--- src/rtl/delay_line_ctrl.sv ---
// Audio delay-line controller driving a 1W/1R SRAM ring buffer.
// One sample per four-cycle transaction: accept, issue, wait for read data, present.
module delay_line_ctrl #(
    parameter int DATA_WIDTH = 16,
    parameter int ADDR_WIDTH = 14
) (
    input  logic                  wb_clk_i,
    input  logic                  wb_rst_i,
    input  logic [DATA_WIDTH-1:0] sample_in,
    input  logic                  sample_valid,
    input  logic [ADDR_WIDTH-1:0] delay_len,
    output logic [DATA_WIDTH-1:0] delayed_sample,
    output logic                  delayed_valid,
    output logic                  busy,
    output logic                  overrun,
    output logic                  csb0,
    output logic                  web0,
    output logic [ADDR_WIDTH-1:0] addr0,
    output logic [DATA_WIDTH-1:0] din0,
    output logic                  csb1,
    output logic [ADDR_WIDTH-1:0] addr1,
    input  logic [DATA_WIDTH-1:0] dout1
);

    typedef enum logic [1:0] {IDLE, ISSUE, WAIT, DONE} state_t;

    state_t                state;
    logic [ADDR_WIDTH-1:0] wr_ptr;
    logic [ADDR_WIDTH-1:0] fill_cnt;
    logic                  bypass;
    logic                  not_filled;

    // NOTE: all state uses non-blocking assignments so every flop samples
    // pre-edge values; the reset branch is synchronous to wb_clk_i.
    always_ff @(posedge wb_clk_i) begin
        if (wb_rst_i) begin
            state          <= IDLE;
            wr_ptr         <= '0;
            fill_cnt       <= '0;
            bypass         <= 1'b0;
            not_filled     <= 1'b0;
            delayed_sample <= '0;
            delayed_valid  <= 1'b0;
            busy           <= 1'b0;
            overrun        <= 1'b0;
            csb0           <= 1'b1;
            web0           <= 1'b1;
            csb1           <= 1'b1;
            addr0          <= '0;
            addr1          <= '0;
            din0           <= '0;
        end else begin
            if (sample_valid && state != IDLE)
                overrun <= 1'b1;

            case (state)
                IDLE: begin
                    if (sample_valid) begin
                        // delay_len is consumed here only, so later changes
                        // affect just the samples accepted after them.
                        bypass     <= (delay_len == '0);
                        not_filled <= (fill_cnt < delay_len);
                        if (fill_cnt != '1)
                            fill_cnt <= fill_cnt + ADDR_WIDTH'(1);
                        csb0  <= 1'b0;
                        web0  <= 1'b0;
                        addr0 <= wr_ptr;
                        din0  <= sample_in;
                        csb1  <= (delay_len == '0);
                        if (delay_len != '0)
                            addr1 <= wr_ptr - delay_len;
                        busy  <= 1'b1;
                        state <= ISSUE;
                    end
                end
                ISSUE: begin
                    csb0   <= 1'b1;
                    web0   <= 1'b1;
                    csb1   <= 1'b1;
                    wr_ptr <= wr_ptr + ADDR_WIDTH'(1);
                    state  <= WAIT;
                end
                WAIT: begin
                    // din0 still holds the accepted sample, which is the bypass value.
                    if (bypass)
                        delayed_sample <= din0;
                    else if (not_filled)
                        delayed_sample <= '0;
                    else
                        delayed_sample <= dout1;
                    delayed_valid <= 1'b1;
                    state         <= DONE;
                end
                DONE: begin
                    delayed_valid <= 1'b0;
                    busy          <= 1'b0;
                    state         <= IDLE;
                end
                default: state <= IDLE;
            endcase
        end
    end

endmodule

--- config.mk ---
export PLATFORM = sky130hd
export DESIGN_NAME = delay_line_ctrl
export DESIGN_NICKNAME = d
export VERILOG_FILES = /design/src/rtl/delay_line_ctrl.sv
export SDC_FILE = /design/constraint.sdc
export NUM_CORES = 1
export LEC_CHECK = 0
export CAP_MARGIN = 10
export CORE_UTILIZATION = 30
export DETAILED_ROUTE_END_ITERATION = 12
export PLACE_DENSITY = 0.5
export SLEW_MARGIN = 20
export SYNTH_ARGS = -nofsm -noshare
export SYNTH_HDL_FRONTEND = slang
export SYNTH_SLANG_ARGS = --single-unit
export TNS_END_PERCENT = 1
--- constraint.sdc ---
create_clock -name wb_clk_i -period 3.06 [get_ports wb_clk_i]
set_input_delay 0.459 -clock wb_clk_i [delete_from_list [all_inputs] [get_ports wb_clk_i]]
set_output_delay 0.459 -clock wb_clk_i [all_outputs]
set_load 0.03 [all_outputs]
# ---- Word level (Yosys, flattened, before mapping)
# Index checks and enable logic that the tools add are counted.
# Widths: inputs -> output; s select.
dict set report classes {
  addsub 3
  magnitude_cmp 1
  eq_ne 5
  n_mux 11
  n_reduce_logical 13
}
# operator n
set ops {}
lappend ops {{$mux 16} 2}
lappend ops {{$add 14x1->14 const B} 2}
lappend ops {{$logic_not 14->1} 1}
lappend ops {{$lt 14x14->1} 1}
lappend ops {{$ne 14x14->1 const B} 1}
lappend ops {{$reduce_bool 14->1} 1}
lappend ops {{$sub 14x14->14} 1}
lappend ops {{$pmux 1 s2} 4}
lappend ops {{$pmux 2 s4} 1}
lappend ops {{$reduce_bool 2->1} 4}
lappend ops {{$reduce_and 2->1} 3}
lappend ops {{$reduce_and 3->1} 2}
lappend ops {{$eq 2x2->1 const B} 2}
lappend ops {{$mux 1} 3}
lappend ops {{$eq 2x1->1 const B} 1}
lappend ops {{$logic_not 2->1} 1}
lappend ops {{$mux 2} 1}
lappend ops {{$ne 2x2->1 const B} 1}
lappend ops {{$logic_and 1x1->1} 1}
dict set report word_totals {
  reg_bits 97
  input_bits 49
  out_inout_bits 66
}

# ---- Depth between registers and ports, before layout
# Gate-level depths: netlist of the first run.
dict set report depth {
  word_depth 3
  ltp_mapped 10
  depth_no_buf 10
}

# ---- Least setup slack after synthesis of the first run
# OpenSTA, ideal clock, no wires.
dict set report synth_path {
  path_type {input to register}
  from {input delay_len[0]}
  to {register addr1[10]}
  setup_ns 0.124
  t_arrival_ns 2.048
  setup_slack_ns 0.888
  cell_stages 9
  path_buffers 0
  path_cell_list {ha_1 -> inv_1 -> fa_1 -> a211oi_1 -> o21ai_0 -> a21oi_1 -> xnor2_1 -> o21ai_0 -> nor2b_1}
}
dict set report synth_between {
  elab_chain_len 2
  elab_cells_between_ends 3
}
# item line_no
set synth_rtl {}
lappend synth_rtl {{from (decl)} 11} ;# input logic [ADDR_WIDTH-1:0] delay_len,
lappend synth_rtl {{branches (longest 2 deep; another with $sub 14x14->14)} --}
lappend synth_rtl {{to (signal assigned)} 71} ;# addr1 <= wr_ptr - delay_len;
lappend synth_rtl {{to (decl)} 21} ;# output logic [ADDR_WIDTH-1:0] addr1,
# Parallel ways; which one is timed is not known.
# A chain may end at the register's enable or synchronous reset.

# ---- Worst setup path in the final report of the first run
dict set report layout_path {
  from {input delay_len[1]}
  to {register addr1[13]}
}
# The elaborated chain is that of the path after synthesis.

==> flow_metrics.tcl, run 1 <==
set metrics [dict create \
    status "complete, no violations" \
    cts_setup_buffers 0 \
    coreArea_um2 15300 \
    firstDrtPassIters 4 \
    antenna_left 0 \
    yosysTopAreaCellShare_pct 41.4 \
    cts_buffers 9 \
    final_nets 752 \
    placed_cells 870 \
    vias 4321 \
    ys_ff_latch 97 \
    fin_crit_sh_pct 82.5 \
    rsz0062_at_grt "false" \
    powerDensity_nw_per_um2 735 \
    ioPinCount 115 \
    synthSimpleGateAreaFrac_pct 20.6 \
    postCtsResizedCells 0 \
    final_core_util_pct 41.5 \
    multi_input_area_um2 2550 \
    drtIter0Drc 260 \
    worst_clock_skew_ns 0.00619 \
    port_buffers 114 \
    clock-sinks 97 \
    row_count 45 \
    final_cell_mix "clkdlybuf4s50_1 (113), dfxtp_1 (97), nand2_1 (91)" \
    cp.arrival_ns 2.76 \
    grt_max_degree 52 \
    r2r_start "wr_ptr[0]" \
    synth-main-ff-cell "dfxtp_1" \
    n_fill_cell 1519 \
    placed_area_um2 6050 \
    syn_nets 647 \
    instances_no_fill 884 \
    fp.dieH_um 127 \
    path_max_fanout 3 \
    hold_class "register to register" \
    yosysUniqueCellTypes 51 \
    wire_per_inst_um 15.0 \
    crit_end "addr1[13]" \
    max_slew_margin_pct 39.7 \
    drv_cap 0 \
    drc_errors 0 \
    reg2reg_depth 10 \
    drive_above_1_share_pct 4.46 \
    cts-root-buf "clkbuf_16" \
    cp.required_ns 3.29 \
    overflow 0 \
    wl_mm 13.3 \
    setup_viol 0 \
    worst_slew_pin_slew_ns 0.905 \
    worstReg2RegEnd "addr1[12]" \
    synth_cells 565 \
    yosysSeqAreaShare_pct 41.4 \
    seqCellArea_um2 1940 \
    p_leak_nw 2.43 \
    crit_type "input port to register" \
    grt_pass1_vias 4115 \
    synthArstFlopShare_pct 0 \
    clkTransAtPathRegs_ns 0.06 \
    n_antenna_cell 0 \
    dieWidth_um 127 \
    track_usage_pct 16.8 \
    start_kind "input port" \
    insertion_delay_ns 0.34 \
    dp_hpwl_mm 9.72 \
    hold_violations 0 \
    antenna_found_initial 0 \
    avgSynthCellArea_um2 8.31 \
    fmax_mhz 396 \
    holdBufCountCts 0 \
    synth_compound_area_share_pct 18.9 \
    yosysWarnings 0 \
    clockBufferDepth 2 \
    ctsHtreeMaxLevel 3 \
    via_per_inst 4.89 \
    grt_pass1_wl_mm 21.3 \
    initial_core_util_pct 30.8 \
    cp-end-kind "register" \
    synthTopCellsByArea "dfxtp_1 (41%), ha_1 (8.5%), nand2_1 (7.3%), a21oi_1 (5.9%), nor2_1 (5.3%)" \
    maxSlewViolCount 0 \
    irDropWorstVdd_uv 295 \
    ff2ff_setup_slack_ns 0.68 \
    place.gp.congestion 0.911 \
    fin_area_um2 6330 \
    synth_top_family_by_area "simple AND/OR/NAND/NOR gates" \
    syn_area_um2 4690 \
    synthAdderAreaFrac_pct 8.96 \
    synthXorXnorAreaFrac_pct 5.23 \
    startpoint "delay_len[1]" \
    die_area_um2 16100 \
    cts_tree "done" \
    finalSetupTns_ns 0 \
    syn2layout_area_growth_pct 34.9 \
    yosys.area.top_type "dfxtp_1" \
    min_period_ns 2.53 \
    synth_mux_area_share_pct 0.640 \
    synth_edf_count 0 \
    final_common_cell "clkdlybuf4s50_1" \
]
-- worst min-delay path by stage --
stage | startpoint | endpoint | slack, ns | cells past startpoint
detailed placement | addr1[8] | addr1[8] | 0.44 | 2
floorplan | wr_ptr[5] | addr0[5] | 0.46 | 2
global placement | addr1[6] | addr1[6] | 0.44 | 2
finish | addr1[8] | addr1[8] | 0.45 | 2
global route | addr1[8] | addr1[8] | 0.47 | 2
CTS | addr1[8] | addr1[8] | 0.45 | 2
-- critical path, cell delays in order --
cell and delay, ns:
clkdlybuf4s50_1 0.47, inv_1 0.09, ha_1 0.29, nor2b_1 0.14, o31ai_1 0.37, a31oi_1 0.23, a211oi_1 0.36, nor4_1 0.09
a211o_1 0.26
-- sequential cells by signal, indices dropped and copies added (netlist names) --
signal / cells
state: 2
overrun: 1
not_filled: 1
delayed_valid: 1
csb1: 1
din0: 16
web0: 1
wr_ptr: 14
delayed_sample: 16
addr0: 14
busy: 1
fill_cnt: 14
bypass: 1
addr1: 14
-- metrics by stage --
step	hold WS [ns]	total power, mW	setup slack [ns]
finish	0.451	4.66	0.535
global route	0.471	4.94	0.313
CTS	0.452	4.72	0.553
detailed placement	0.444	3.58	0.170
global placement	0.445	3.55	0.224
floorplan	0.462	2.85	0.888
-- cell families after synthesis --
group,Yosys count
XOR/XNOR,28
multiplexers,3
flip-flops,97
AO/OA/AOI/OAI,137
buffers and inverters,51
adder cells (fa/ha/maj),33
AND/OR/NAND/NOR,216
-- where the power goes --
part	total (mW)	internal [mW]	switching (mW)
Clock	1.12	0.625	0.492
Sequential	1.69	1.50	0.188
Combinational	1.85	0.731	1.12
-- per-layer routing --
| metal | up-vias | track usage, % | part of all wire [%] |
|---|---|---|---|
| li1 | 2191 | - | - |
| met1 | 1992 | 21.7 | 47 |
| met2 | 121 | 27.4 | 46 |
| met3 | 17 | 2.97 | 4.6 |
| met4 | 0 | 7.84 | 2.5 |
| met5 | - | 0 | 0 |
-- cells in the mapped netlist, types with 3 or more instances --
| library cell | instances |
|---|---|
| a31oi_1 | 5 |
| nor3_1 | 7 |
| nand2b_1 | 3 |
| a21o_1 | 6 |
| a211oi_1 | 25 |
| nor2b_1 | 3 |
| a21oi_1 | 55 |
| nor2_1 | 66 |
| nand4_1 | 6 |
| mux2i_1 | 3 |
| a22oi_1 | 16 |
| xnor2_1 | 11 |
| dfxtp_1 | 97 |
| nand2_1 | 91 |
| o21a_1 | 4 |
| and3_1 | 3 |
| o21ai_0 | 9 |
| or3_1 | 4 |
| clkbuf_1 | 25 |
| and4_1 | 3 |
| inv_1 | 21 |
| xor2_1 | 17 |
| ha_1 | 32 |
| nand3_1 | 13 |
| nor4_1 | 4 |
-- area by class of cell --
cell class                      instances  share of cell area [%]
Timing Repair Buffer                  124                    19.1
Inverter                               21                    1.25
Multi-Input combinational cell        417                    40.3
Tap cell                              211                    4.17
Clock buffer                            9                    3.56
Clock inverter                          5                   0.889
Sequential cell                        97                    30.7
(Power assumes the default switching activity.)
==> run 2: changes to the inputs <==
--- a/config.mk
+++ b/config.mk
@@ -8,7 +8,7 @@
 export CAP_MARGIN = 10
 export CORE_UTILIZATION = 30
 export DETAILED_ROUTE_END_ITERATION = 12
-export PLACE_DENSITY = 0.5
+export PLACE_DENSITY = 0.52
 export SLEW_MARGIN = 20
 export SYNTH_ARGS = -nofsm -noshare
 export SYNTH_HDL_FRONTEND = slang
==> constraint.sdc (replaced) <==
create_clock -name wb_clk_i -period 2.2 [get_ports wb_clk_i]
set_input_delay 0.33 -clock wb_clk_i [delete_from_list [all_inputs] [get_ports wb_clk_i]]
set_output_delay 0.33 -clock wb_clk_i [all_outputs]
set_load 0.03 [all_outputs]
==> flow_metrics.tcl, run 2 (synthesis results as in run 1) <==
set metrics [dict create \
    largestRegisters "delayed_sample x16, din0 x16" \
    initial_core_util_pct 30.8 \
    grt_pass1_wl_mm 21.5 \
    drv_cap 0 \
    die_area_um2 16100 \
    firstDrtPassIters 4 \
    status "complete, no violations" \
    fin_hold_ws_ns 0.455 \
    drc_errors 0 \
    insertion_delay_ns 0.35 \
    fin_area_um2 6840 \
    n_antenna_cell 0 \
    cp.required_ns 2.50 \
    track_usage_pct 16.9 \
    syn2layout_area_growth_pct 45.7 \
    clockBufferDepth 2 \
    grt_max_degree 46 \
    fp.dieH_um 127 \
    coreArea_um2 15300 \
    antenna_found_initial 0 \
    maxSlewViolCount 0 \
    wire_per_inst_um 14.4 \
    placed_cells 919 \
    antenna_left 0 \
    final_cell_mix "clkdlybuf4s50_1 (112), dfxtp_1 (97), nand2_1 (91)" \
    final_common_cell "clkdlybuf4s50_1" \
    grt_pass1_vias 4309 \
    drtIter0Drc 205 \
    hold_violations 0 \
    setup_viol 0 \
    overflow 0 \
    dp_hpwl_mm 9.95 \
    via_per_inst 4.85 \
    holdBufCountCts 0 \
    crit_type "input port to register" \
    worst_slew_pin_slew_ns 0.855 \
    fin_crit_sh_pct 97.4 \
    vias 4542 \
    cts-root-buf "clkbuf_16" \
    clkTransAtPathRegs_ns 0.07 \
    cts_tree "done" \
    cp.arrival_ns 2.44 \
    final_nets 803 \
    start_kind "input port" \
    ioPinCount 115 \
    port_buffers 114 \
    instances_no_fill 936 \
    row_count 45 \
    wl_mm 13.4 \
    min_period_ns 2.14 \
    max_slew_margin_pct 43.0 \
    hold_class "register to register" \
    fmax_mhz 467 \
    placed_area_um2 6430 \
    powerDensity_nw_per_um2 993 \
    irDropWorstVdd_uv 410 \
    cp-end-kind "register" \
    place.gp.congestion 0.850 \
    p_leak_nw 2.72 \
    clock-sinks 97 \
    dieWidth_um 127 \
    worst_clock_skew_ns 0.00682 \
    drive_above_1_share_pct 13.0 \
    path_max_fanout 3 \
    rsz0062_at_grt "true" \
    cts_buffers 9 \
    ctsHtreeMaxLevel 3 \
]
-- run 2: cell types whose count changed in the layout (fill, tap and decap cells not counted), sizes merged --
| cell | before | now |
|---|---|---|
| buf | 11 | 62 |
| bufinv | 1 | 2 |
| clkbuf | 9 | 10 |
| clkdlybuf4s50 | 113 | 112 |
| clkinv | 2 | 1 |
| clkinvlp | 1 | 0 |
| dlymetal6s2s | 0 | 1 |
| inv | 22 | 23 |
-- run 2: final cells by class --
| cell class | instances | area (µm²) |
|---|---|---|
| flip-flops and latches | 97 | 1940 |
| clock inverters | 5 | 86.3 |
| clock buffers | 10 | 239 |
| inverters | 21 | 78.8 |
| well taps | 211 | 264 |
| fillers | 1536 | 8420 |
| multi-input cells | 417 | 2620 |
| repair buffers | 175 | 1610 |
-- run 2: what timing repair did --
action / CTS / global route
gates cloned: 0 / 0
pin swaps: 2 / 9
gates resized for setup: 6 / 10
endpoints found under the setup margin: 6 / 7
buffers inserted: 0 / 2
-- run 2: metrics by stage --
| step | utilization, % | TNS [ns] | total power [mW] | setup slack (ns) |
|---|---|---|---|---|
| 2_1_floorplan | - | 0 | 3.96 | 0.0999 |
| 3_3_place_gp | 42.1 | -3.48 | 5.07 | -0.448 |
| 3_5_place_dp | 42.1 | -4.14 | 5.10 | -0.562 |
| 4_1_cts | 44.4 | -0.0113 | 6.86 | -0.0113 |
| 5_1_grt | 44.8 | -0.0807 | 7.21 | -0.0343 |
| 6_report | 44.8 | 0 | 6.79 | 0.0567 |
-- run 2: path summary, 6_finish.rpt --
| check | slack [ns] | endpoint | from | depth (start not counted) |
|---|---|---|---|---|
| worst min register to register | 0.46 | addr1[8] | addr1[8] | 2 |
| worst max register to register | 0.10 | addr1[5] | wr_ptr[1] | 9 |
| worst max-delay path | 0.06 | addr1[9] | delay_len[5] | 10 |
| worst min-delay path | 0.46 | addr1[8] | addr1[8] | 2 |
-- run 2: critical path, cell delays in order --
cell and delay, ns:
clkdlybuf4s50_1 0.52, inv_1 0.07, ha_1 0.31, nand2_1 0.09
o21a_1 0.21, a31oi_4 0.19, buf_4 0.15, a31oi_1 0.09
or4_1 0.41, nand3_1 0.07
-- run 2: per-layer routing --
layer | part of all wire, % | up-vias | GRT usage [%]
met5 | 0 | - | 0
met4 | 0.85 | 0 | 3.99
met3 | 4.7 | 10 | 4.19
met2 | 47 | 116 | 28.3
met1 | 48 | 2126 | 21.8
li1 | - | 2290 | -
-- run 2: power by group --
part           internal [mW]  total (mW)  switching [mW]  leakage [nW]
Clock                   1.03        1.73           0.695         0.160
Sequential              2.09        2.31           0.227         0.790
Combinational           1.13        2.75            1.62          1.77
==> run 3: changes to the inputs <==
--- a/config.mk
+++ b/config.mk
@@ -6,6 +6,7 @@
 export NUM_CORES = 1
 export LEC_CHECK = 0
 export CAP_MARGIN = 10
+export CORE_ASPECT_RATIO = 0.75
 export CORE_UTILIZATION = 30
 export DETAILED_ROUTE_END_ITERATION = 12
 export PLACE_DENSITY = 0.52
==> flow_metrics.tcl, run 3 (synthesis results as in run 1) <==
set metrics [dict create \
    row_count 39 \
    gr-usage-met1_pct 26.2 \
    overflow 0 \
    insertion_delay_ns 0.35 \
    fin_area_um2 6890 \
    initial_core_util_pct 30.7 \
    dp_hpwl_mm 10.7 \
    irDropWorstVdd_uv 401 \
    wl_mm 14.2 \
    use_met3_pct 3.62 \
    clock-sinks 97 \
    cp.required_ns 2.50 \
    grtUsageMet2_pct 25.6 \
    grt_pass1_vias 4218 \
    setup_viol 0 \
    min_path_cells 3 \
    hold_start "delay_len[0]" \
    fp.dieH_um 110 \
    place.gp.congestion 0.834 \
    cts_tree "done" \
    clkTransAtPathRegs_ns 0.07 \
    die_area_um2 16200 \
    rsz0062_at_grt "false" \
    track_usage_pct 18.0 \
    drive_above_1_share_pct 14.3 \
    hold_end "addr1[0]" \
    firstDrtPassIters 4 \
    cts-root-buf "clkbuf_16" \
    dieWidth_um 146 \
    cp.arrival_ns 2.41 \
    coreArea_um2 15300 \
    maxSlewViolCount 0 \
    antenna_left 0 \
    drv_cap 0 \
    fin_crit_sh_pct 95.7 \
    path_cells "clkdlybuf4s50_1, inv_2, buf_4, ha_1, a21o_1, a211oi_1, o21ai_0, a221oi_1, o21a_1" \
    r2r_start "wr_ptr[0]" \
    syn2layout_area_growth_pct 46.8 \
    slowest_stage "clkdlybuf4s50_1" \
    ctsHtreeMaxLevel 3 \
    cp-end-kind "register" \
    slowest_delay_ns 0.50 \
    top_usage_layer "met1" \
    final_nets 806 \
    n_antenna_cell 0 \
    vias 4458 \
    antenna_found_initial 0 \
    ioPinCount 115 \
    drtIter0Drc 238 \
    wire_per_inst_um 15.3 \
    n_fill_cell 1502 \
    clockBufferDepth 2 \
    ff2ff_setup_slack_ns 0.20 \
    min_period_ns 2.11 \
    path_max_fanout 2 \
    max_slew_margin_pct 60.5 \
    hold_violations 0 \
    p_leak_nw 2.76 \
    cts_buffers 9 \
    drc_errors 0 \
    placed_area_um2 6460 \
    reg2reg_depth 11 \
    hold_class "input port to register" \
    final_common_cell "clkdlybuf4s50_1" \
    crit_type "input port to register" \
    powerDensity_nw_per_um2 979 \
    largestRegisters "delayed_sample x16, din0 x16" \
    grt_pass1_wl_mm 22.4 \
    start_kind "input port" \
    port_buffers 114 \
    worst_clock_skew_ns 0.00671 \
    status "complete, no violations" \
    fmax_mhz 475 \
    worstReg2RegEnd "addr1[6]" \
    final_cell_mix "clkdlybuf4s50_1 (109), dfxtp_1 (97), nand2_1 (91)" \
    finalSetupTns_ns 0 \
    grt_max_degree 48 \
    worst_slew_pin_slew_ns 0.593 \
    via_per_inst 4.78 \
]
## run 3: cell types whose count changed in the layout (fill, tap and decap cells not counted), moves of 2 or more
cell | before | now
clkdlybuf4s50_1 | 112 | 109
dlymetal6s2s_1 | 1 | 4
inv_2 | 1 | 6
inv_1 | 20 | 15
ha_1 | 30 | 28
## run 3: layout make-up
| type | instances | area [µm²] | share of cell area, % |
|---|---|---|---|
| clock buffer | 10 | 239 | 3.47 |
| clock inverter | 5 | 63.8 | 0.926 |
| inverter | 21 | 78.8 | 1.14 |
| multi-input combinational | 417 | 2660 | 38.5 |
| sequential | 97 | 1940 | 28.2 |
| tap | 205 | 256 | 3.72 |
| timing repair buffer | 178 | 1660 | 24.0 |
## run 3: how the worst max path moves through the flow
stage | from | to | slack [ns] | cells past startpoint
6_report | delay_len[4] | not_filled | 0.09 | 9
5_1_grt | delay_len[4] | addr1[9] | 0.0009 | 10
4_1_cts | delay_len[6] | addr1[9] | -0.008 | 10
3_5_place_dp | delay_len[0] | addr1[10] | -0.54 | 10
3_3_place_gp | delay_len[0] | addr1[10] | -0.53 | 10
2_1_floorplan | wr_ptr[0] | addr1[10] | 0.1 | 10
## run 3: per-layer routing
metal	share of wire (%)	up-vias
met5	0	-
met4	1.4	0
met2	42	96
li1	-	2307
met1	52	2039
met3	4.7	16
## run 3: metrics by stage
stage / hold slack [ns] / util (%) / std cells / setup WS, ns / power [mW]
floorplan: 0.462 / - / 565 / 0.0999 / 3.96
detailed placement: 0.452 / 42.3 / 917 / -0.537 / 5.14
global route: 0.408 / 45.1 / 933 / 0.000872 / 7.17
CTS: 0.457 / 44.5 / 932 / -0.00803 / 6.81
global placement: 0.452 / 42.3 / 917 / -0.526 / 5.11
finish: 0.389 / 45.1 / 933 / 0.0943 / 6.74
## run 3: power breakdown
group	switching [mW]	internal, mW	total (mW)
Sequential	0.229	2.09	2.31
Combinational	1.63	1.17	2.80
Clock	0.711	0.919	1.63
## run 3: worst max-delay path, delay by kind of cell
kind                       cells  cell delay (ns)
AOI/OAI and AO/OA              5             1.10
adders and majority gates      1             0.29
buffers and inverters          3             0.69
## run 3: timing repair
item	4_1_cts	5_1_grt
gates resized for setup	7	23
hold buffers	0	0
pin swaps	2	6
setup buffers	0	1
endpoints found under the setup margin	7	10
